File: src/rtl/octo_mem_pkg.sv
// Shared definitions for the unified-memory port arbiter.
//   state_e           : sequencing FSM encoding (idle, access, wait, response)
//   DEFAULT_ADDR_BASE : byte address of memory word 0
//   REQ_IF / REQ_D    : requester identifiers recorded at accept
package octo_mem_pkg;

  typedef enum logic [1:0] {
    StIdle   = 2'd0,
    StAccess = 2'd1,
    StWait   = 2'd2,
    StResp   = 2'd3
  } state_e;

  localparam logic [31:0] DEFAULT_ADDR_BASE = 32'h8000_0000;

  localparam logic REQ_IF = 1'b0;
  localparam logic REQ_D  = 1'b1;

endpackage

File: src/rtl/mem_addr_check.sv
// Combinational bounds/alignment check for a byte address.
//   i_addr     : byte address to check
//   o_legal    : 1 when ADDR_BASE <= addr < ADDR_BASE + 4*MEM_WORDS and word aligned
//   o_word_idx : (addr - ADDR_BASE) >> 2, meaningful only when o_legal is 1
module mem_addr_check
  import octo_mem_pkg::*;
#(
  parameter logic [31:0] ADDR_BASE = DEFAULT_ADDR_BASE,
  parameter int unsigned MEM_WORDS = 65536,
  localparam int unsigned AW       = $clog2(MEM_WORDS)
) (
  input  logic [31:0]   i_addr,
  output logic          o_legal,
  output logic [AW-1:0] o_word_idx
);

  logic [32:0] w_addr_ext;
  logic [32:0] w_lo;
  logic [32:0] w_hi;
  logic [31:0] w_offset;

  // 33-bit compare so a memory ending at 4 GiB does not wrap the upper bound.
  assign w_addr_ext = {1'b0, i_addr};
  assign w_lo       = {1'b0, ADDR_BASE};
  assign w_hi       = w_lo + (33'(MEM_WORDS) << 2);

  assign w_offset   = i_addr - ADDR_BASE;
  assign o_word_idx = AW'(w_offset >> 2);

  assign o_legal = (w_addr_ext >= w_lo) && (w_addr_ext < w_hi) && (i_addr[1:0] == 2'b00);

endmodule

File: src/rtl/mem_port_arbiter.sv
// Shares the single-ported core memory between instruction fetch and data load/store.
// One access outstanding at a time; each response returns on the granted requester's port.
//   i_clock, i_reset                      : clock, asynchronous active-high reset
//   i_if_req_* / o_if_req_ready           : fetch request channel
//   o_if_rsp_valid/_data/_err             : fetch response pulse
//   i_d_req_* / o_d_req_ready             : data request channel (we, wdata, wstrb)
//   o_d_rsp_valid/_data/_err              : data response pulse
//   o_mem_en/_we/_addr/_wdata, i_mem_rdata: memory array interface
module mem_port_arbiter
  import octo_mem_pkg::*;
#(
  parameter logic [31:0] ADDR_BASE    = DEFAULT_ADDR_BASE,
  parameter int unsigned MEM_WORDS    = 65536,
  parameter int unsigned MEM_LATENCY  = 1,
  parameter int unsigned STARVE_LIMIT = 4,
  localparam int unsigned AW          = $clog2(MEM_WORDS)
) (
  input  logic          i_clock,
  input  logic          i_reset,
  input  logic          i_if_req_valid,
  output logic          o_if_req_ready,
  input  logic [31:0]   i_if_req_addr,
  output logic          o_if_rsp_valid,
  output logic [31:0]   o_if_rsp_data,
  output logic          o_if_rsp_err,
  input  logic          i_d_req_valid,
  output logic          o_d_req_ready,
  input  logic [31:0]   i_d_req_addr,
  input  logic          i_d_req_we,
  input  logic [31:0]   i_d_req_wdata,
  input  logic [3:0]    i_d_req_wstrb,
  output logic          o_d_rsp_valid,
  output logic [31:0]   o_d_rsp_data,
  output logic          o_d_rsp_err,
  output logic          o_mem_en,
  output logic [3:0]    o_mem_we,
  output logic [AW-1:0] o_mem_addr,
  output logic [31:0]   o_mem_wdata,
  input  logic [31:0]   i_mem_rdata
);

  localparam int unsigned SCW = $clog2(STARVE_LIMIT + 1);
  localparam int unsigned LCW = (MEM_LATENCY > 1) ? $clog2(MEM_LATENCY) : 1;

  state_e           r_state;
  logic [SCW-1:0]   r_starve_cnt;
  logic [LCW-1:0]   r_lat_cnt;
  logic             r_req_id;
  logic             r_is_store;

  logic             w_at_limit;
  logic             w_sel_if;
  logic             w_sel_d;
  logic             w_idle;
  logic             w_if_acc;
  logic             w_d_acc;
  logic             w_store;
  logic [31:0]      w_addr;
  logic             w_legal;
  logic [AW-1:0]    w_word_idx;

  // Data wins unless fetch has waited through STARVE_LIMIT data grants.
  assign w_at_limit = (r_starve_cnt == SCW'(STARVE_LIMIT));
  assign w_sel_if   = i_if_req_valid && (!i_d_req_valid || w_at_limit);
  assign w_sel_d    = i_d_req_valid && !w_sel_if;

  // Ready is forced low during reset so every output reads 0 while it is held.
  assign w_idle   = (r_state == StIdle) && !i_reset;
  assign w_if_acc = w_idle && w_sel_if;
  assign w_d_acc  = w_idle && w_sel_d;
  assign w_store  = w_d_acc && i_d_req_we;

  assign o_if_req_ready = w_if_acc;
  assign o_d_req_ready  = w_d_acc;

  assign w_addr = w_sel_if ? i_if_req_addr : i_d_req_addr;

  mem_addr_check #(
    .ADDR_BASE (ADDR_BASE),
    .MEM_WORDS (MEM_WORDS)
  ) u_addr_check (
    .i_addr     (w_addr),
    .o_legal    (w_legal),
    .o_word_idx (w_word_idx)
  );

  always_ff @(posedge i_clock or posedge i_reset) begin
    if (i_reset) begin
      r_state        <= StIdle;
      r_starve_cnt   <= '0;
      r_lat_cnt      <= '0;
      r_req_id       <= REQ_IF;
      r_is_store     <= 1'b0;
      o_if_rsp_valid <= 1'b0;
      o_if_rsp_data  <= '0;
      o_if_rsp_err   <= 1'b0;
      o_d_rsp_valid  <= 1'b0;
      o_d_rsp_data   <= '0;
      o_d_rsp_err    <= 1'b0;
      o_mem_en       <= 1'b0;
      o_mem_we       <= '0;
      o_mem_addr     <= '0;
      o_mem_wdata    <= '0;
    end else begin
      // Response flags are single-cycle pulses; data holds until the next response.
      o_if_rsp_valid <= 1'b0;
      o_if_rsp_err   <= 1'b0;
      o_d_rsp_valid  <= 1'b0;
      o_d_rsp_err    <= 1'b0;

      unique case (r_state)
        StIdle: begin
          if (w_if_acc || w_d_acc) begin
            r_req_id   <= w_if_acc ? REQ_IF : REQ_D;
            r_is_store <= w_store;

            if (w_if_acc) begin
              r_starve_cnt <= '0;
            end else if (i_if_req_valid && !w_at_limit) begin
              r_starve_cnt <= r_starve_cnt + SCW'(1);
            end

            if (w_legal) begin
              r_state     <= StAccess;
              o_mem_en    <= 1'b1;
              o_mem_we    <= w_store ? i_d_req_wstrb : 4'b0000;
              o_mem_addr  <= w_word_idx;
              o_mem_wdata <= w_store ? i_d_req_wdata : 32'h0;
            end else begin
              // Illegal address: skip the memory, answer with an error next cycle.
              r_state <= StResp;
              if (w_if_acc) begin
                o_if_rsp_valid <= 1'b1;
                o_if_rsp_err   <= 1'b1;
                o_if_rsp_data  <= '0;
              end else begin
                o_d_rsp_valid <= 1'b1;
                o_d_rsp_err   <= 1'b1;
                o_d_rsp_data  <= '0;
              end
            end
          end
        end

        StAccess: begin
          o_mem_en  <= 1'b0;
          o_mem_we  <= '0;
          r_lat_cnt <= LCW'(MEM_LATENCY - 1);
          r_state   <= StWait;
        end

        StWait: begin
          // Count down to the cycle in which mem_rdata is valid, then capture it.
          if (r_lat_cnt == '0) begin
            r_state <= StResp;
            if (r_req_id == REQ_IF) begin
              o_if_rsp_valid <= 1'b1;
              o_if_rsp_data  <= i_mem_rdata;
            end else begin
              o_d_rsp_valid <= 1'b1;
              o_d_rsp_data  <= r_is_store ? 32'h0 : i_mem_rdata;
            end
          end else begin
            r_lat_cnt <= r_lat_cnt - LCW'(1);
          end
        end

        StResp: begin
          r_state <= StIdle;
        end

        default: begin
          r_state <= StIdle;
        end
      endcase
    end
  end

endmodule

File: config.mk
export PLATFORM = sky130hd
export DESIGN_NAME = mem_port_arbiter
export DESIGN_NICKNAME = d
export VERILOG_FILES = /design/src/rtl/octo_mem_pkg.sv /design/src/rtl/mem_addr_check.sv /design/src/rtl/mem_port_arbiter.sv
export SDC_FILE = /design/constraint.sdc
export NUM_CORES = 1
export LEC_CHECK = 0
export ABC_CLOCK_PERIOD_IN_PS = 4600
export CORE_UTILIZATION = 42
export DETAILED_ROUTE_END_ITERATION = 12
export PLACE_DENSITY = 0.81
export SLEW_MARGIN = 40
export SYNTH_ARGS = -nofsm -noshare
export SYNTH_HDL_FRONTEND = slang
export SYNTH_SLANG_ARGS = --single-unit
export TNS_END_PERCENT = 50
File: constraint.sdc
create_clock -name i_clock -period 4.6 [get_ports i_clock]
set_input_delay 0.46 -clock i_clock [delete_from_list [all_inputs] [get_ports i_clock]]
set_output_delay 0.46 -clock i_clock [all_outputs]
set_load 0.03 [all_outputs]
# Word level (Yosys, flattened, before mapping)
# Cells that the tools add are included.
dict set report totals {
  out_inout_bits 123
  register_bits 129
  elab_cells 104
  input_bits 137
}
dict set report classes {
  muxes 44
  add_sub_neg 3
  n_reduce_logical 28
  n_eq_ne 12
  n_lt_le_gt_ge 2
}
# op n
set ops {}
lappend ops {{$mux W32} 13}
lappend ops {{$pmux W32 S2} 2}
lappend ops {{$ge A32 B32 Y1 const B} 1}
lappend ops {{$lt A32 B32 Y1 const B} 1}
lappend ops {{$sub A18 B1 Y18 const B} 1}
lappend ops {{$mux W1} 15}
lappend ops {{$mux W4} 3}
lappend ops {{$ne A2 B2 Y1 const B} 6}
lappend ops {{$reduce_and A6 Y1} 2}
lappend ops {{$logic_and A1 B1 Y1} 9}
lappend ops {{$reduce_and A3 Y1} 3}
lappend ops {{$pmux W1 S2} 4}
lappend ops {{$pmux W2 S4} 1}
lappend ops {{$pmux W4 S2} 1}
lappend ops {{$reduce_bool A2 Y1} 4}
lappend ops {{$mux W2} 3}
lappend ops {{$mux W3} 2}
lappend ops {{$eq A2 B2 Y1 const B} 2}
lappend ops {{$logic_not A1 Y1} 4}
lappend ops {{$logic_not A2 Y1} 2}
lappend ops {{$ne A2 B1 Y1 const B} 2}
lappend ops {{$reduce_and A2 Y1} 2}
lappend ops {{$add A3 B1 Y3 const B} 1}
lappend ops {{$eq A3 B3 Y1 const B} 1}
lappend ops {{other kinds (3)} 4}

# Logic depth before layout (Yosys ltp)
# Gate-level depths: netlist of run 1.
dict set report depth {
  ltp_word 11
  mapped_depth 9
  depth_no_buf 7
}

# Modules after synthesis
# Synthesis of run 1 repeated with hierarchy kept, for this count alone.
dict set report hier_totals {
  cells_unflattened 406
  hier_area_um2 5520.3
}
# mod n_inst area_each_um2 cells_each seq_area_each_um2
set by_module_without_submodules {}
lappend by_module_without_submodules {mem_port_arbiter 1 5363.9 385 3203.1}
lappend by_module_without_submodules {mem_addr_check 1 156.4 21 0.0}

# Least setup slack after synthesis of run 1
# No wires, ideal clock.
dict set report synth_path {
  path_kind {input -> register}
  start {in i_reset}
  end {reg o_d_rsp_data[0]}
  path_slack_ns 0.222
  setup_time_ns 0.083
  stages 6
  t_required_ns 4.517
  arrival_time_ns 4.295
  path_buffers 1
  path_cell_list {inv_1 o211a_1 o21ai_0 or2_2 clkbuf_2 o21ai_0}
}
dict set report synth_between {
  elab_chain_len 6
  word_cells_on_any_way 8
  cone_classes {2 x eq/ne; 6 x reduce/logical}
}
# element line
set synth_rtl {}
lappend synth_rtl {{start, declared} mem_port_arbiter.sv:19} ;# input logic i_reset,
lappend synth_rtl {{$logic_not A1 Y1 (no line) (*)} --}
lappend synth_rtl {{$logic_and A1 B1 Y1 (*)} mem_port_arbiter.sv:68} ;# assign w_idle = (r_state == StIdle) && !i_reset;
lappend synth_rtl {{$logic_and A1 B1 Y1 (on tied branches)} {mem_port_arbiter.sv:69, mem_port_arbiter.sv:70}}
lappend synth_rtl {{$logic_or A1 B1 Y1} mem_port_arbiter.sv:113} ;# if (w_if_acc || w_d_acc) begin
lappend synth_rtl {{$ne A2 B1 Y1 (no line)} --}
lappend synth_rtl {{$reduce_and A6 Y1 (no line) (*)} --}
lappend synth_rtl {{end signal, assigned} mem_port_arbiter.sv:161} ;# o_d_rsp_data <= r_is_store ? 32'h0 : i_mem_rdata;
lappend synth_rtl {{end, declared} mem_port_arbiter.sv:33} ;# output logic [31:0] o_d_rsp_data,
# Every way passes the cells marked *; elsewhere a longest branch is shown, timed or not.
# A chain may end at the register's enable or synchronous reset.

# Worst setup path after layout of run 1
dict set report layout_path {
  start {reg r_state[0]}
  end {out o_if_req_ready}
}
dict set report layout_between {
  elab_chain_len 3
}
# element line
set layout_rtl {}
lappend layout_rtl {{start, declared} mem_port_arbiter.sv:45} ;# state_e r_state;
lappend layout_rtl {{start signal, assigned} mem_port_arbiter.sv:89} ;# r_state <= StIdle;
lappend layout_rtl {{start signal, assigned} mem_port_arbiter.sv:124} ;# r_state <= StAccess;
lappend layout_rtl {{start signal, assigned} mem_port_arbiter.sv:131} ;# r_state <= StResp;
lappend layout_rtl {{$logic_not A2 Y1} mem_port_arbiter.sv:68}
lappend layout_rtl {{$logic_and A1 B1 Y1} mem_port_arbiter.sv:68}
lappend layout_rtl {{$logic_and A1 B1 Y1} mem_port_arbiter.sv:69} ;# assign w_if_acc = w_idle && w_sel_if;
lappend layout_rtl {{end, declared} mem_port_arbiter.sv:21} ;# output logic o_if_req_ready,
# No other way between the ends.

==> results of run 1 <==
[path summary, 6_finish.rpt]
kind | slack (ns) | end | cells past startpoint
max | 1.42 | o_if_req_ready | 6
min | 0.51 | o_if_rsp_data[20] | 2
max reg2reg | 1.81 | o_mem_we[1] | 8
min reg2reg | 0.51 | o_if_rsp_data[20] | 2
max in group asynchronous | 3.04 | o_mem_wdata[9] | 3
min in group asynchronous | 0.58 | o_d_rsp_data[6] | 2
[cell usage in the layout (no fill, tap or decap), types with 2 or more instances in the layout]
cell	Yosys	routed
ha_1	5	5
nor3_1	2	2
bufinv_16	0	5
inv_1	9	8
buf_4	1	7
dfrtp_1	128	128
clkinvlp_4	0	2
or2_2	2	2
nand4_1	3	3
clkbuf_16	0	17
clkdlybuf4s50_1	0	259
o21ai_1	10	9
a21o_1	2	2
clkbuf_1	30	3
a32o_1	3	3
nor4_1	6	6
nor4b_2	2	2
a21oi_1	3	3
nand2_1	107	107
mux2i_1	18	18
nor2_1	4	4
o21ai_4	0	2
o21ai_0	221	219
clkbuf_8	0	3
[power by group]
part,switching (mW),internal [mW],leakage (nW)
sequential,0.144,1.37,1.74
clock,0.483,1.01,0.314
combinational,1.30,0.696,1.70
total,1.93,3.07,3.75
[metal layers]
metal	vias up	GRT usage [%]
met1	2723	30.9
met5	-	0
met3	28	8.09
met2	260	45.1
met4	0	11.1
li1	2531	-
[state kept, by name, summed over array words and instances, names as in the netlist, 2 cells and up]
register	cells
o_mem_we	4
o_if_rsp_data	32
o_d_rsp_data	32
r_state	2
o_mem_wdata	32
r_starve_cnt	3
o_mem_addr	16
[kinds of logic after synthesis]
group | Yosys count | synth area share, %
flops | 128 | 57.0
fa+ha+maj | 5 | 1.11
buf+inv | 60 | 5.18
mux | 19 | 3.47
simple gates | 136 | 10.5
compound gates | 246 | 22.7
[cell type report]
class / instances / area (sq um)
repair buffers: 267 / 2660
inverters: 9 / 38.8
fillers: 940 / 3890
flip-flops and latches: 128 / 3200
clock inverters: 9 / 179
well taps: 172 / 215
clock buffers: 23 / 478
multi-input cells: 406 / 2160
[stage by stage]
step / power (mW) / cell area [sq um] / hold WS [ns] / util (%)
2_1_floorplan: 2.71 / 5620 / 0.450 / -
3_3_place_gp: 3.43 / 8260 / 0.486 / 64.4
3_5_place_dp: 3.52 / 8270 / 0.502 / 64.5
4_1_cts: 5.02 / 8930 / 0.514 / 69.6
5_1_grt: 5.25 / 8930 / 0.531 / 69.7
6_report: 5.00 / 8930 / 0.510 / 69.7
[worst max-delay path: cells and delay by family (launching register included)]
family | cells | cell delay (ns)
DFF | 1 | 0.38
and+or+nand+nor | 2 | 0.72
adders and majority gates | 1 | 0.29
AOI/OAI and AO/OA | 1 | 0.11
buffers and inverters | 2 | 0.81
[Yosys cell counts, types with 3 or more instances]
library cell	instances	area [sq um]
a21oi_1	3	15.0
a32o_1	3	30.0
buf_2	5	25.0
buf_6	6	67.6
clkbuf_1	30	113
clkbuf_2	9	45.0
dfrtp_1	128	3200
ha_1	5	62.6
inv_1	9	33.8
mux2i_1	18	180
nand2_1	107	402
nand4_1	3	18.8
nor2_1	4	15.0
nor4_1	6	37.5
o21ai_0	221	1110
o21ai_1	10	50.1
==> summary.md, run 1 <==
| Metric | Value |
|---|---|
| Inst Count DP | `982` |
| Met2 WL | `9.06 mm` |
| Metal-1 WL | `6.97 mm` |
| Reg clk slew, reported paths | `0.06 ns` |
| CP Launch Type | `register` |
| Post-DP HPWL | `12.4 mm` |
| Power Dens Cells | `560 mW/mm^2` |
| Critical Path End Type | `primary output` |
| First-pass GRT wire length | `28.7 mm` |
| Gpl congestion | `0.829` |
| Detailed-route via count | `5542` |
| Worst path cell trace | `inv_1, ha_1, nor2b_1, o21ai_4, nor2_1, clkdlybuf4s50_1` |
| Mapped Nets | `736` |
| Gr usage total | `26.5%` |
| Pins over their slew limit | `0` |
| Rows | `41` |
| Setup TNS | `0 ns` |
| Slew HR | `49.1%` |
| Post-synth ARST share | `100%` |
| Cell count after synthesis | `594` |
| Fin cells | `1014` |
| Crit. Startpoint | `r_state[0]` |
| Clk_skew | `0.0105 ns` |
| Fin. Hold Viols | `0` |
| Top-level port count | `260` |
| Antenna Nets Post-Route | `0` |
| Die height | `118 um` |
| R2R Path Start | `r_state[0]` |
| Via density | `5.47` |
| Worst setup path class | `register to primary output` |
| Core area | `0.0128 sq mm` |
| Least-Margin Pin Slew | `0.763 ns` |
| Critical Path AT | `2.72 ns` |
| Max-Cap Viols | `0` |
| Nets | `971` |
| Drt initial violations | `502` |
| Hold crit path type | `register to register` |
| Residual DRC count | `0` |
| Die ar. | `0.0139 sq mm` |
| Met3 WL | `1.49 mm` |
| Total grt overflow | `0` |
| Synth Cell Area | `0.00562 sq mm` |
| Critical path's slowest cell | `clkdlybuf4s50_1` |
| Final WS setup | `1.42 ns` |
| Clock Sinks | `128` |
| Status | `complete, no violations` |
| Routed len/inst | `17.7 um` |
| Diodes inserted | `0` |
| # setup viols final | `0` |
| Place WS | `1.39 ns` |
| Crit Path Max Fanout | `8` |
| Post-synth EDFFs | `0` |
| Peak VDD IR | `0.377 mV` |
| First-pass iteration count of the detailed router | `5` |
| Hold buffer count at CTS | `0` |
| Yosys warning total | `0` |
| Hold Crit Start | `o_if_rsp_data[20]` |
| Initial antenna violation count | `0` |
| RSZ-0062 raised after global routing | `false` |
| Main synth FF type | `dfrtp_1` |
| Cts bufs inserted | `17` |
| Clock Latency Late Sink | `0.41 ns` |
| Final wirelength | `17.9 mm` |
| CP peak stage delay | `0.71 ns` |
| Setup bufs post-CTS | `0` |
| CTS Buffer Depth | `2` |
| Syn-to-layout area delta | `58.8%` |
| Crit path time final | `3.18 ns` |
| H-Tree Depth | `4` |
| Syn Area/Cell | `9.47 sq um` |
| FF+latch count, synth | `128` |
| Leak Pwr | `3.75 nW` |
| CTS tree | `done` |
| Top routing layer used | `met4` |
| Largest net degree at the start of global routing | `71` |
| Max Clock Freq | `315 MHz` |
| Period utilization | `69.1%` |
| Vias in the first global route | `5546` |
| Netlist cell types | `38` |
| Root Driver | `clkbuf_16` |
| Layout cells sized above 1 | `5.82%` |
| Die width | `118 um` |
| Initial Utilization | `43.9%` |
| Required @ worst endpoint | `4.14 ns` |
| Input/output buffers | `259` |
| Post-CTS sizing | `0` |
| Seq/Total Area, Yosys | `57.0%` |
Note: power is estimated with default switching activity, not from simulation.
==> run 2, diff against run 1 <==
Settings changed: ABC_CLOCK_PERIOD_IN_PS 4600 to 2600, CORE_UTILIZATION 42 to 38, PLACE_DENSITY 0.81 to 0.78.
Clock period 4.6 ns to 2.6 ns, I/O delays scaled along.
==> summary.md, run 2 (synthesis gave the netlist of run 1 again) <==
| Metric | Value |
|---|---|
| Status | `complete, no violations` |
| Total grt overflow | `0` |
| Leak Pwr | `3.80 nW` |
| Crit Path Max Fanout | `20` |
| Hold buffer count at CTS | `0` |
| Total Power | `8.88 mW` |
| Commonest cells after routing, fill and taps aside | `257 x clkdlybuf4s50_1, 188 x o21ai_0, 128 x dfrtp_1` |
| Vias in the first global route | `5339` |
| Sequential Power Share | `29.7%` |
| Cts bufs inserted | `17` |
| Diodes inserted | `0` |
| Clock Latency Late Sink | `0.41 ns` |
| Routed len/inst | `16.5 um` |
| Place WS | `0.218 ns` |
| Gr usage total | `23.1%` |
| Max-Cap Viols | `0` |
| Comb pwr share | `43.3%` |
| Met3 Use GR | `6.91%` |
| Critical Path End Type | `primary output` |
| Rows | `44` |
| Clock Sinks | `128` |
| CTS Buffer Depth | `2` |
| Clock group share of total power | `27.1%` |
| Die width | `124 um` |
| Root Driver | `clkbuf_16` |
| Required @ worst endpoint | `2.34 ns` |
| Largest net degree at the start of global routing | `66` |
| H-Tree Depth | `4` |
| Power Internal | `5.42 mW` |
| Core area | `0.0145 sq mm` |
| Largest registers | `o_d_rsp_data (32), o_if_rsp_data (32), o_mem_wdata (32)` |
| Layout cells sized above 1 | `7.26%` |
| Period utilization | `93.4%` |
| Fill cells | `1229` |
| Final wirelength | `17.1 mm` |
| Hold crit path type | `primary input to register` |
| Initial Utilization | `38.8%` |
| Global Route met1 Usage | `28.7%` |
| Psw | `3.46 mW` |
| Input/output buffers | `259` |
| Setup bufs post-CTS | `0` |
| Detailed-route via count | `5429` |
| Die height | `124 um` |
| Least-Margin Pin Slew | `0.597 ns` |
| Crit path time final | `2.43 ns` |
| GR peak layer | `met2` |
| Clk_skew | `0.00807 ns` |
| Fin. Hold Viols | `0` |
| Via density | `5.23` |
| Worst setup path class | `register to primary output` |
| First-pass iteration count of the detailed router | `4` |
| Slew HR | `60.2%` |
| Sw Share | `39.0%` |
| Power Dens Cells | `984 mW/mm^2` |
| Antenna Nets Post-Route | `0` |
| Final WS setup | `0.171 ns` |
| CTS tree | `done` |
| Pins over their slew limit | `0` |
| Reg clk slew, reported paths | `0.06 ns` |
| Drt initial violations | `380` |
| Gpl congestion | `0.768` |
| Residual DRC count | `0` |
| Syn-to-layout area delta | `60.6%` |
| Met2 usage | `37.8%` |
| Top-level port count | `260` |
| RSZ-0062 raised after global routing | `false` |
| Die ar. | `0.0153 sq mm` |
| Max Clock Freq | `412 MHz` |
| # setup viols final | `0` |
| Commonest non-fill, non-tap cell in the layout | `clkdlybuf4s50_1` |
| Post-CTS sizing | `0` |
| Initial antenna violation count | `0` |
| First-pass GRT wire length | `26.9 mm` |
| CP Launch Type | `register` |
| Critical Path AT | `2.17 ns` |
| Nets | `983` |
| Peak VDD IR | `0.961 mV` |
| Post-DP HPWL | `11.7 mm` |
==> run 2: cell type report <==
type | instances | area, sq um | share of cell area [%]
well taps | 184 | 230 | 2.55
flip-flops and latches | 128 | 3200 | 35.5
repair buffers | 279 | 2810 | 31.1
multi-input cells | 406 | 2150 | 23.8
clock buffers | 23 | 468 | 5.18
inverters | 9 | 37.5 | 0.416
clock inverters | 9 | 133 | 1.47
==> run 2: critical path, stage by stage (launching register included) <==
cell,delay (ns)
dfrtp_1,0.40
inv_1,0.06
ha_1,0.22
a21bo_2,0.24
nand2_1,0.11
buf_4,0.33
and3_1,0.23
buf_4,0.17
==> run 2: through the flow <==
stage               TNS (ns)  utilization [%]  hold slack, ns  area (sq um)  std cells
floorplan             -16.19                -           0.387          5660        594
global placement           0             58.2           0.481          8420       1006
detailed placement         0             58.2           0.492          8420       1006
CTS                        0             62.3           0.374          9020       1038
global route               0             62.4           0.390          9030       1038
finish                     0             62.4           0.391          9030       1038
==> run 2: routing by layer <==
| layer | wire, um | up-vias |
|---|---|---|
| met4 | 297 | 0 |
| li1 | - | 2566 |
| met2 | 8310 | 258 |
| met1 | 6920 | 2583 |
| met3 | 1600 | 22 |
| met5 | 0 | - |
==> run 2: final timing paths <==
path | from | end | slack [ns] | cells after the start
worst max-delay path | r_starve_cnt[0] | o_d_req_ready | 0.17 | 7
worst min-delay path | i_d_req_wdata[18] | o_mem_wdata[18] | 0.39 | 3
worst max register to register | r_starve_cnt[0] | o_mem_we[3] | 0.31 | 9
worst min register to register | r_is_store | r_is_store | 0.49 | 1
max in group asynchronous | i_reset | o_d_rsp_data[16] | 1.71 | 3
min in group asynchronous | i_reset | o_d_rsp_valid | 0.44 | 3
==> run 2: power by group through the flow <==
stage	Clock, mW	Sequential, mW	Combinational [mW]
after floorplan	0	3.36	1.57
after global placement	0	2.65	3.81
after detailed placement	0	2.67	3.85
after CTS	2.46	2.64	3.87
after global routing	2.53	2.68	4.18
final	2.41	2.63	3.84
